`config.mk`:
```
export PLATFORM = sky130hd
export DESIGN_NAME = trena_ascii_sequencer
export DESIGN_NICKNAME = d
export VERILOG_FILES = /design/src/rtl/trena_ascii_sequencer.sv
export SDC_FILE = /design/constraint.sdc
export NUM_CORES = 1
export LEC_CHECK = 0
export CAP_MARGIN = 0
export CORE_MARGIN = 4
export CORE_UTILIZATION = 45
export DETAILED_ROUTE_END_ITERATION = 12
export DONT_BUFFER_PORTS = 1
export GPL_ROUTABILITY_DRIVEN = 1
export REMOVE_ABC_BUFFERS = 1
export SYNTH_ARGS = -nofsm -noshare
export SYNTH_HDL_FRONTEND = slang
export SYNTH_SLANG_ARGS = --single-unit
```
`constraint.sdc`:
```
create_clock -name clock -period 5.4 [get_ports clock]
set_input_delay 0.81 -clock clock [delete_from_list [all_inputs] [get_ports clock]]
set_output_delay 0.81 -clock clock [all_outputs]
set_load 0.01 [all_outputs]
```
`src/rtl/trena_ascii_sequencer.sv`:
```
// Measurement-to-serial sequencer: requests a reading, captures the BCD result and
// streams it as ASCII digits (MSD first) plus a terminator over a byte handshake.
module trena_ascii_sequencer #(
  parameter int         DIGITS     = 3,
  parameter logic [6:0] TERMINATOR = 7'h23,
  parameter int         TIMEOUT    = 50_000_000,
  parameter int         INTERVAL   = 25_000_000
) (
  input  logic                clock,
  input  logic                reset,
  input  logic                mensurar,
  input  logic                continuo,
  output logic                medir,
  input  logic [4*DIGITS-1:0] medida,
  input  logic                medida_pronto,
  output logic                tx_partida,
  output logic [6:0]          tx_dados,
  input  logic                tx_pronto,
  output logic                pronto,
  output logic                erro,
  output logic [3:0]          db_estado
);

  localparam int TMO_W = (TIMEOUT  > 1) ? $clog2(TIMEOUT)  : 1;
  localparam int IVL_W = (INTERVAL > 1) ? $clog2(INTERVAL) : 1;
  localparam int IDX_W = $clog2(DIGITS + 1);

  typedef enum logic [3:0] {
    INICIAL          = 4'h0,
    PREPARA          = 4'h1,
    AGUARDA_MEDIDA   = 4'h2,
    TRANSMITE        = 4'h3,
    AGUARDA_TX       = 4'h4,
    FINAL            = 4'h5,
    ESPERA_INTERVALO = 4'h6,
    ERRO             = 4'hF
  } state_t;

  state_t              state, nxt;
  logic [TMO_W-1:0]    tmo_cnt;
  logic [IVL_W-1:0]    ivl_cnt;
  logic [IDX_W-1:0]    idx, idx_inc;
  logic [4*DIGITS-1:0] cap;
  logic [DIGITS:0][6:0] chr_cap;
  logic                last_chr;

  function automatic logic [6:0] bcd_char(input logic [3:0] nib);
    return (nib > 4'd9) ? 7'h3F : 7'h30 + {3'b000, nib};
  endfunction

  // One ASCII lane per captured digit, MSD in lane 0; the last lane is the terminator
  for (genvar g = 0; g < DIGITS; g++) begin : g_chr
    assign chr_cap[g] = bcd_char(cap[4*(DIGITS-1-g) +: 4]);
  end
  assign chr_cap[DIGITS] = TERMINATOR;

  assign idx_inc  = idx + IDX_W'(1);
  assign last_chr = (idx == IDX_W'(DIGITS));

  always_ff @(posedge clock or posedge reset) begin
    if (reset) state <= INICIAL;
    else       state <= nxt;
  end

  always_comb begin
    nxt = state;
    case (state)
      INICIAL:          if (mensurar) nxt = PREPARA;
      PREPARA:          nxt = AGUARDA_MEDIDA;
      AGUARDA_MEDIDA: begin
        if (medida_pronto)                      nxt = TRANSMITE;
        else if (tmo_cnt == TMO_W'(TIMEOUT-1))  nxt = ERRO;
      end
      TRANSMITE:        nxt = AGUARDA_TX;
      AGUARDA_TX:       if (tx_pronto) nxt = last_chr ? FINAL : TRANSMITE;
      FINAL:            nxt = continuo ? ESPERA_INTERVALO : INICIAL;
      ESPERA_INTERVALO: begin
        if (!continuo)                          nxt = INICIAL;
        else if (ivl_cnt == IVL_W'(INTERVAL-1)) nxt = PREPARA;
      end
      ERRO:             nxt = INICIAL;
      default:          nxt = INICIAL;
    endcase
  end

  always_comb begin
    medir      = (state == PREPARA);
    tx_partida = (state == TRANSMITE);
    pronto     = (state == FINAL);
    db_estado  = state;
  end

  always_ff @(posedge clock or posedge reset) begin
    if (reset) begin
      tmo_cnt  <= '0;
      ivl_cnt  <= '0;
      idx      <= '0;
      cap      <= '0;
      tx_dados <= 7'h00;
      erro     <= 1'b0;
    end else begin
      // PREPARA is only ever entered from another state, so this fires once per entry
      if (nxt == PREPARA)                 tmo_cnt <= '0;
      else if (state == AGUARDA_MEDIDA)   tmo_cnt <= tmo_cnt + TMO_W'(1);

      if (nxt == PREPARA)                 erro <= 1'b0;
      else if (state == ERRO)             erro <= 1'b1;

      if (state == FINAL)                 ivl_cnt <= '0;
      else if (state == ESPERA_INTERVALO) ivl_cnt <= ivl_cnt + IVL_W'(1);

      if (state == AGUARDA_MEDIDA && medida_pronto) begin
        cap      <= medida;
        idx      <= '0;
        tx_dados <= bcd_char(medida[4*DIGITS-1 -: 4]);
      end else if (state == AGUARDA_TX && tx_pronto && !last_chr) begin
        idx      <= idx_inc;
        tx_dados <= chr_cap[idx_inc];
      end
    end
  end

endmodule

```
[Word-level counts from Yosys, hierarchy flattened]
Index checks and enable logic that the tools add are counted.
Word-level totals
  register bits: 77
  input bits: 18
  word-level logic and storage cells: 64
Cells by class
  order comparisons: 5
  equal/unequal tests: 11
  reduce and logical (&&, ||, !) cells: 9
  $add $sub $neg: 7
  multiplexer cells: 25
Operator list (number)
  2-to-1 mux 26 bit: 2
  2-to-1 mux 25 bit: 2
  2-to-1 mux 7 bit: 7
  adder 6 x 4 -> 7 bit (first input constant): 4
  one-hot mux 4 bit (7 select lines): 1
  adder 26 x 1 -> 26 bit (second input constant): 1
  equality test 26 bit (second input constant): 1
  adder 25 x 1 -> 25 bit (second input constant): 1
  equality test 25 bit (second input constant): 1
  2-to-1 mux 4 bit: 6
  greater-than comparator 4 bit (second input constant): 4
  binary-select mux 7 bit (select 2 bit): 1
  equality test 4 x 3 -> 1 bit (second input constant): 3
  equality test 4 x 1 -> 1 bit (second input constant): 2
  equality test 4 x 2 -> 1 bit (second input constant): 2
  nonzero test 2 bit: 4
  2-to-1 mux 3 bit: 2
  equality test 4 bit (second input constant): 1
  zero test 4 bit: 1
  2-to-1 mux 2 bit: 2
  logical AND 1 bit: 3
  less-than comparator 2 x 3 -> 1 bit (second input constant): 1
  adder 2 x 1 -> 2 bit (second input constant): 1
  equality test 2 bit (second input constant): 1
  2 further kinds: 3

[Longest topological paths before layout]
Gate-level depths: netlist of the first run.
  depth after elaboration: 6
  depth in mapped cells: 7
  mapped depth without buffers: 6

[Least setup slack after synthesis of the first run]
Ideal clock, no wire load.
  kind: register -> register
  start point: register state[1], in the netlist db_estado[1]
  end point: register tmo_cnt[23]
  stages on the path, launching flop included: 6
  path buffers: 1
  path slack: 3141 ps
  arrival time: 2177 ps
  clock period less this slack: 2259 ps
  setup time: 82 ps
  cells stage by stage: dfrtp_1 buf_6 or4b_4 or4_4 or4_4 a22oi_2
On the way
  cells in the longest elaborated chain, start to end: 5
  elaborated cells between the ends (all ways): 17
  classes of those cells: eq/ne: 7; mux: 8; reduce/logical: 2
Ends and longest elaborated chain
  from (decl): RTL line 39  | state_t state, nxt;
  from (signal assigned): RTL line 62  | else state <= nxt;
  2-to-1 mux 4 bit, on equally long branches: RTL line 79, 72
  2-to-1 mux 4 bit, on equally long branches: RTL line 78, 71
  one-hot mux 4 bit (7 select lines): RTL line 67  | case (state)
  equality test 4 x 1 -> 1 bit: RTL line 103  | if (nxt == PREPARA) tmo_cnt <= '0;
  2-to-1 mux 26 bit or nonzero test 2 bit (tied branches)
  to (signal assigned): RTL line 104  | else if (state == AGUARDA_MEDIDA) tmo_cnt <= tmo_cnt + TMO_W'(1);
  to (decl): RTL line 40  | logic [TMO_W-1:0] tmo_cnt;
Several ways; a longest one is shown, not always the timed one.
A chain may end at the register's enable or synchronous reset.

[Worst setup path after layout of the first run]
  start point: register state[2], in the netlist db_estado[2]
  end point: output pronto
On the way
  cells in the longest elaborated chain, start to end: 1
Ends and longest elaborated chain
  equality test 4 x 3 -> 1 bit: RTL line 89  | pronto = (state == FINAL);
  to (decl): RTL line 19  | output logic pronto,
No other way between the ends.

==> results of run 1 <==
## cell usage after synthesis, drive strengths merged, types with 3 or more instances
| library cell | count | area [um^2] |
|---|---|---|
| a211oi | 4 | 30.03 |
| a21oi | 19 | 95.09 |
| a22oi | 11 | 87.58 |
| a2bb2oi | 3 | 26.28 |
| a31oi | 3 | 18.77 |
| and2 | 6 | 37.54 |
| and3 | 6 | 37.54 |
| and4 | 6 | 52.55 |
| buf | 10 | 70.06 |
| clkbuf | 12 | 45.04 |
| dfrtp | 76 | 1902 |
| ha | 4 | 50.05 |
| inv | 19 | 71.32 |
| mux2i | 18 | 180.2 |
| nand2 | 70 | 262.8 |
| nand3 | 23 | 115.1 |
| nand3b | 3 | 22.52 |
| nand4 | 19 | 118.9 |
| nor2 | 16 | 60.06 |
| nor3 | 9 | 45.04 |
| nor4 | 9 | 68.81 |
| nor4b | 4 | 41.29 |
| o211ai | 4 | 30.03 |
| o21ai | 27 | 135.1 |
| o21bai | 3 | 26.27 |
| o31ai | 6 | 45.04 |
| or2 | 3 | 18.77 |
| or3 | 10 | 62.56 |
| or4 | 9 | 82.58 |
| xnor2 | 9 | 78.83 |
| xor2 | 3 | 26.28 |
## critical path: stages (launching register included)
cell                       delay [ns]
sky130_fd_sc_hd__dfrtp_1         0.66
sky130_fd_sc_hd__nor2b_1         0.24
sky130_fd_sc_hd__nand3b_1        0.55
sky130_fd_sc_hd__inv_1           0.40
## stage by stage
stage                     instances  setup slack, ns  power (uW)  utilization (%)
after floorplan                 433            2.652        1363                -
after global placement          545            2.499        1525            46.19
after detailed placement        545            2.421        1541            46.19
after CTS                       561            2.361        1976            48.29
after global routing            561            2.136        2101            48.29
final                           561            2.406        1953            48.29
## per-layer routing
metal | part of all wire, % | up-vias | GRT usage, %
met3 | 4.3 | 6 | 4.632
met1 | 48 | 1626 | 26.09
met2 | 46 | 43 | 26.76
met4 | 0.82 | 0 | 4.217
met5 | 0 | - | 0
li1 | - | 1657 | -
## state kept, by name (all words and copies together), names as in the netlist
signal / cells
cap: 12
tmo_cnt: 26
idx: 2
tx_dados: 6
erro: 1
db_estado: 4
ivl_cnt: 25
## path summary, 6_finish.rpt
| check | slack [ns] | start | cells after the start | to |
|---|---|---|---|---|
| hold / removal | 0.48 | ivl_cnt[21] | 1 | ivl_cnt[21] |
| setup reg to reg | 2.48 | db_estado[2] | 4 | tmo_cnt[24] |
| min in group asynchronous | 0.65 | reset | 2 | ivl_cnt[19] |
| hold reg to reg | 0.48 | ivl_cnt[21] | 1 | ivl_cnt[21] |
| max in group asynchronous | 4.16 | reset | 2 | tmo_cnt[10] |
| setup / recovery | 2.41 | db_estado[2] | 3 | pronto |
## report_power, final
part / leakage (uW) / internal [uW] / switching (uW)
sequential: 0.000992 / 734 / 232
combinational: 0.000843 / 235 / 327
clock: 0.0000962 / 214 / 212
total: 0.00193 / 1180 / 771
## layout make-up
class / count / area (um^2) / share of cell area, %
Inverter: 19 / 72.57 / 1.634
Timing Repair Buffer: 1 / 7.507 / 0.1691
Multi-Input combinational cell: 338 / 2127 / 47.90
Clock buffer: 10 / 127.6 / 2.874
Clock inverter: 6 / 65.06 / 1.465
Sequential cell: 76 / 1902 / 42.83
Tap cell: 111 / 138.9 / 3.128
## cells by family after synthesis
kind of cell             synth area share, %
adder cells (fa/ha/maj)                1.187
AND/OR/NAND/NOR                        27.28
XOR/XNOR                               2.494
flip-flops                             45.12
multiplexers                           4.274
AO/OA/AOI/OAI                          15.14
other                                0.08896
buffers and inverters                  4.422
==> results.cfg, run 1 <==
[finish]
area_delta_synth_final_pct = 5.343
num-fill-cells = 869
final_cell_area_um2 = 4441
ratio_of_cells_with_drive_above_1_in_the_final_layout_pct = 8.000
layout.cells.most_common = sky130_fd_sc_hd__dfrtp_1
layout_common_cells = 76 x sky130_fd_sc_hd__dfrtp_1, 70 x sky130_fd_sc_hd__nand2_1, 27 x sky130_fd_sc_hd__o21ai_0
antenna-diode-count = 0
design.final.nets = 467

[drt]
initialDrtViolationCount = 185
drcViolationCount = 0
route.vias.total = 3332
drt_first_pass_iters = 4
wirelength_routed_um = 9363
detail_route.wl_per_cell_um = 16.69
number_of_antenna_violating_nets_in_the_routed_design = 0
vias_per_cell = 5.939

[critical_path]
setup.worst_path.end_class = output port
worst-endpoint-arrival_ns = 2.18
worstPathRequired_ns = 4.59
cp_max_fo = 19
critical_path.startpoint_type = register
critPathKind = register to output port

[placement]
io_buffers = 0
dpl_wire_length_um = 6381
post_dp_cell_area_um2 = 4248
finalWeightedCongestion = 0.8196

[synth]
postSynth.asyncResetShare_pct = 100.0
ys_dominant_reg_cell = sky130_fd_sc_hd__dfrtp_1
syn-instance-count = 455
synth.cell_area_um2 = 4215
synth_enable_flop_cells = 0
synth.yosys.warnings = 0
synth.avg_cell_area_um2 = 9.264
synth_seq_area_share_pct = 45.12
flip_flop_and_latch_count_after_synthesis = 76
post_synth_num_cell_types = 63

[floorplanning]
io-pin-count = 33
floorplan.die.width_um = 104.8
die_h_um = 104.8
initial_utilization_pct = 45.84
core-area_um2 = 9196
die_area_um2 = 10980
fp-row-count = 35

[clock_network]
tritoncts = done
clock_tree.buffer_depth = 2
clock_insertion_delay_worst_skew_ns = 0.34
cts_hold_buf = 0
ctsResizeCount = 0
post_cts_buffers = 0
cts.reportedPaths.clkPinSlew_ns = 0.08
cts_buffers = 9
cts_max_level = 3
cts.sink_count = 76
cts.root.buffer_cell = sky130_fd_sc_hd__clkbuf_8

[grt]
grt_first_pass_wirelength_um = 16240
groute.usage.overall_pct = 17.92
antenna_found_initial = 0
grt_pass1_vias = 3190
grt_overflow = 0
grt_start_max_net_pins = 77

[power_and_ir_drop]
leakagePower_uw = 0.001931
ir_worst_vdd_uv = 245.9
power.density_nw_per_um2 = 439.9

[sta]
tns_ns = 0
fmaxAchievable_mhz = 334.0
hold_viol = 0
min_period_ns = 2.994
timing.final.crit_share_pct = 55.45
finalHoldWorstSlack_ns = 0.4786
finClkSkew_ns = 0.008733
worstMarginPinSlew_ns = 1.114
rsz0062_at_grt = false
maxSlewHeadroom_pct = 25.71
final_max_slew_viol_count = 0
setup-violations-final = 0

[run_status]
status = finished, final reports clean

[job]
max-cap-violations = 0

[worst_hold_path]
worst_min_delay_path_category = register to register
No activity file was read; power rests on OpenSTA's default activity.
==> run 2, diff against run 1 <==
==> constraint.sdc (replaced) <==
create_clock -name clock -period 2.5 [get_ports clock]
set_input_delay 0.375 -clock clock [delete_from_list [all_inputs] [get_ports clock]]
set_output_delay 0.375 -clock clock [all_outputs]
set_load 0.01 [all_outputs]
==> run 2 against run 1 <==
  * Design area rose by 3.8%
  * Utilization rose by 1.8 points
  * Total power up 120%
  * First-iteration DRC count down 10%
  * Hold slack worse by 0.35 ns
  * Non-clock buffer count grew 19
  * Clock-buffer cell count unchanged
  * Cell count grew 3.2%
  * Critical path type is now register to register
  * Largest cell class unchanged
  * Largest power group unchanged
==> results.cfg, run 2 (synthesized netlist as in run 1, its figures left out) <==
[run_status]
status = finished, final reports clean

[critical_path]
number_of_buffers_and_inverters_on_the_critical_path = 0
crit_path_leading_delay_family = simple AND/OR/NAND/NOR gates
cpMostUsedCell = sky130_fd_sc_hd__or4_4
critPathKind = register to register
critical_path.startpoint_type = register
cp_max_fo = 12
worst_path_max_delay_cell = sky130_fd_sc_hd__or4_4
worst-endpoint-arrival_ns = 2.56
max_stage_delay_ns = 0.60
cell_by_cell_trace_of_the_critical_path = or4b_4 > or4_4 > or4_4 > a22oi_2
worstPathRequired_ns = 2.78
setup.worst_path.end_class = register

[floorplanning]
initial_utilization_pct = 45.84
floorplan.die.width_um = 104.8
die_area_um2 = 10980
core-area_um2 = 9196
io-pin-count = 33
fp-row-count = 35
die_h_um = 104.8

[grt]
grt_start_max_net_pins = 47
groute.usage.overall_pct = 18.72
grt_overflow = 0
antenna_found_initial = 0
grt_pass1_vias = 3364
grt_first_pass_wirelength_um = 16770

[clock_network]
cts.reportedPaths.clkPinSlew_ns = 0.08
clock_tree.buffer_depth = 2
cts_buffers = 9
clock_insertion_delay_worst_skew_ns = 0.36
tritoncts = done
cts.sink_count = 76
cts_max_level = 3
cts_hold_buf = 1
post_cts_buffers = 0
cts.root.buffer_cell = sky130_fd_sc_hd__clkbuf_8
ctsResizeCount = 0

[finish]
ratio_of_cells_with_drive_above_1_in_the_final_layout_pct = 11.54
design.final.nets = 486
area_delta_synth_final_pct = 9.320
top_regs = tmo_cnt x26, ivl_cnt x25, cap x12
layout_common_cells = 76 x sky130_fd_sc_hd__dfrtp_1, 70 x sky130_fd_sc_hd__nand2_1, 27 x sky130_fd_sc_hd__o21ai_0
largest_reg_flops = 26
fin_cells = 579
top_register = tmo_cnt
antenna-diode-count = 0
layout.cells.most_common = sky130_fd_sc_hd__dfrtp_1

[sta]
rsz0062_at_grt = false
worstMarginPinSlew_ns = 0.6278
setup-violations-final = 0
final_max_slew_viol_count = 0
timing.final.crit_share_pct = 91.26
min_period_ns = 2.282
fmaxAchievable_mhz = 438.3
tns_ns = 0
maxSlewHeadroom_pct = 57.80
hold_viol = 0
finClkSkew_ns = 0.009659

[drt]
detail_route.wl_per_cell_um = 16.90
number_of_antenna_violating_nets_in_the_routed_design = 0
initialDrtViolationCount = 166
route.vias.total = 3481
drcViolationCount = 0
drt_first_pass_iters = 4
wirelength_routed_um = 9783
vias_per_cell = 6.012

[placement]
io_buffers = 0
finalWeightedCongestion = 0.7649
post-place-cells = 563
dpl_wire_length_um = 6812

[power_and_ir_drop]
leakagePower_uw = 0.002034
ir_worst_vdd_uv = 575.8
power.density_nw_per_um2 = 950.6

[job]
max-cap-violations = 0

[worst_hold_path]
worst_min_delay_path_category = input port to register
run 2: cell count changes in the layout (fill, tap and decap cells not counted):
| cell | change |
|---|---|
| sky130_fd_sc_hd__dlygate4sd3_1 | +1 |
| sky130_fd_sc_hd__buf_12 | +2 |
| sky130_fd_sc_hd__clkbuf_1 | -1 |
| sky130_fd_sc_hd__clkinv_2 | +1 |
| sky130_fd_sc_hd__buf_4 | +16 |
| sky130_fd_sc_hd__clkinv_4 | -2 |
| sky130_fd_sc_hd__clkbuf_8 | +1 |
run 2: final cells by class:
type / count / area [um^2]
clock buffer: 10 / 137.6
clock inverter: 5 / 52.55
fill: 887 / 4588
inverter: 19 / 72.57
multi-input combinational: 338 / 2127
sequential: 76 / 1902
tap: 111 / 138.9
timing repair buffer: 20 / 177.7
run 2: stage by stage:
step	power, uW	utilization [%]	instance area [um^2]	hold WS, ns	setup slack, ns
6_report	4381	50.11	4608	0.1238	0.2185
4_1_cts	4412	50.11	4608	0.1143	0.2161
3_5_place_dp	3466	47.93	4408	0.3265	0.2315
5_1_grt	4714	50.11	4608	0.1116	0.1733
3_3_place_gp	3420	47.93	4408	0.3257	0.2524
2_1_floorplan	2944	-	4100	0.4379	0.03120
run 2: worst paths after layout:
kind / to / slack, ns / startpoint / depth (start not counted)
max: tmo_cnt[23] / 0.22 / db_estado[0] / 4
max reg2reg: tmo_cnt[23] / 0.22 / db_estado[0] / 4
min reg2reg: ivl_cnt[21] / 0.48 / ivl_cnt[21] / 1
max in group asynchronous: ivl_cnt[23] / 1.34 / reset / 3
min in group asynchronous: cap[9] / 0.52 / reset / 2
min: cap[0] / 0.12 / medida[0] / 2
run 2: per-layer routing:
layer | wire length [um] | global-route usage [%] | vias to the layer above
met4 | 180 | 7.779 | 0
met5 | 0 | 0 | -
met3 | 424 | 4.138 | 14
met1 | 4651 | 25.46 | 1721
met2 | 4527 | 28.87 | 54
li1 | - | - | 1692
run 2: worst reg2reg max path, stage by stage, from the launching register on:
cell and delay, ns:
sky130_fd_sc_hd__dfrtp_1 0.38, sky130_fd_sc_hd__or4b_4 0.55, sky130_fd_sc_hd__or4_4 0.60, sky130_fd_sc_hd__or4_4 0.54
sky130_fd_sc_hd__a22oi_2 0.14
run 2: where the power goes:
part / internal (uW) / total [uW] / switching [uW]
Combinational: 610 / 1420 / 810
Clock: 478 / 944 / 466
Sequential: 1590 / 2020 / 430
Total: 2670 / 4380 / 1710
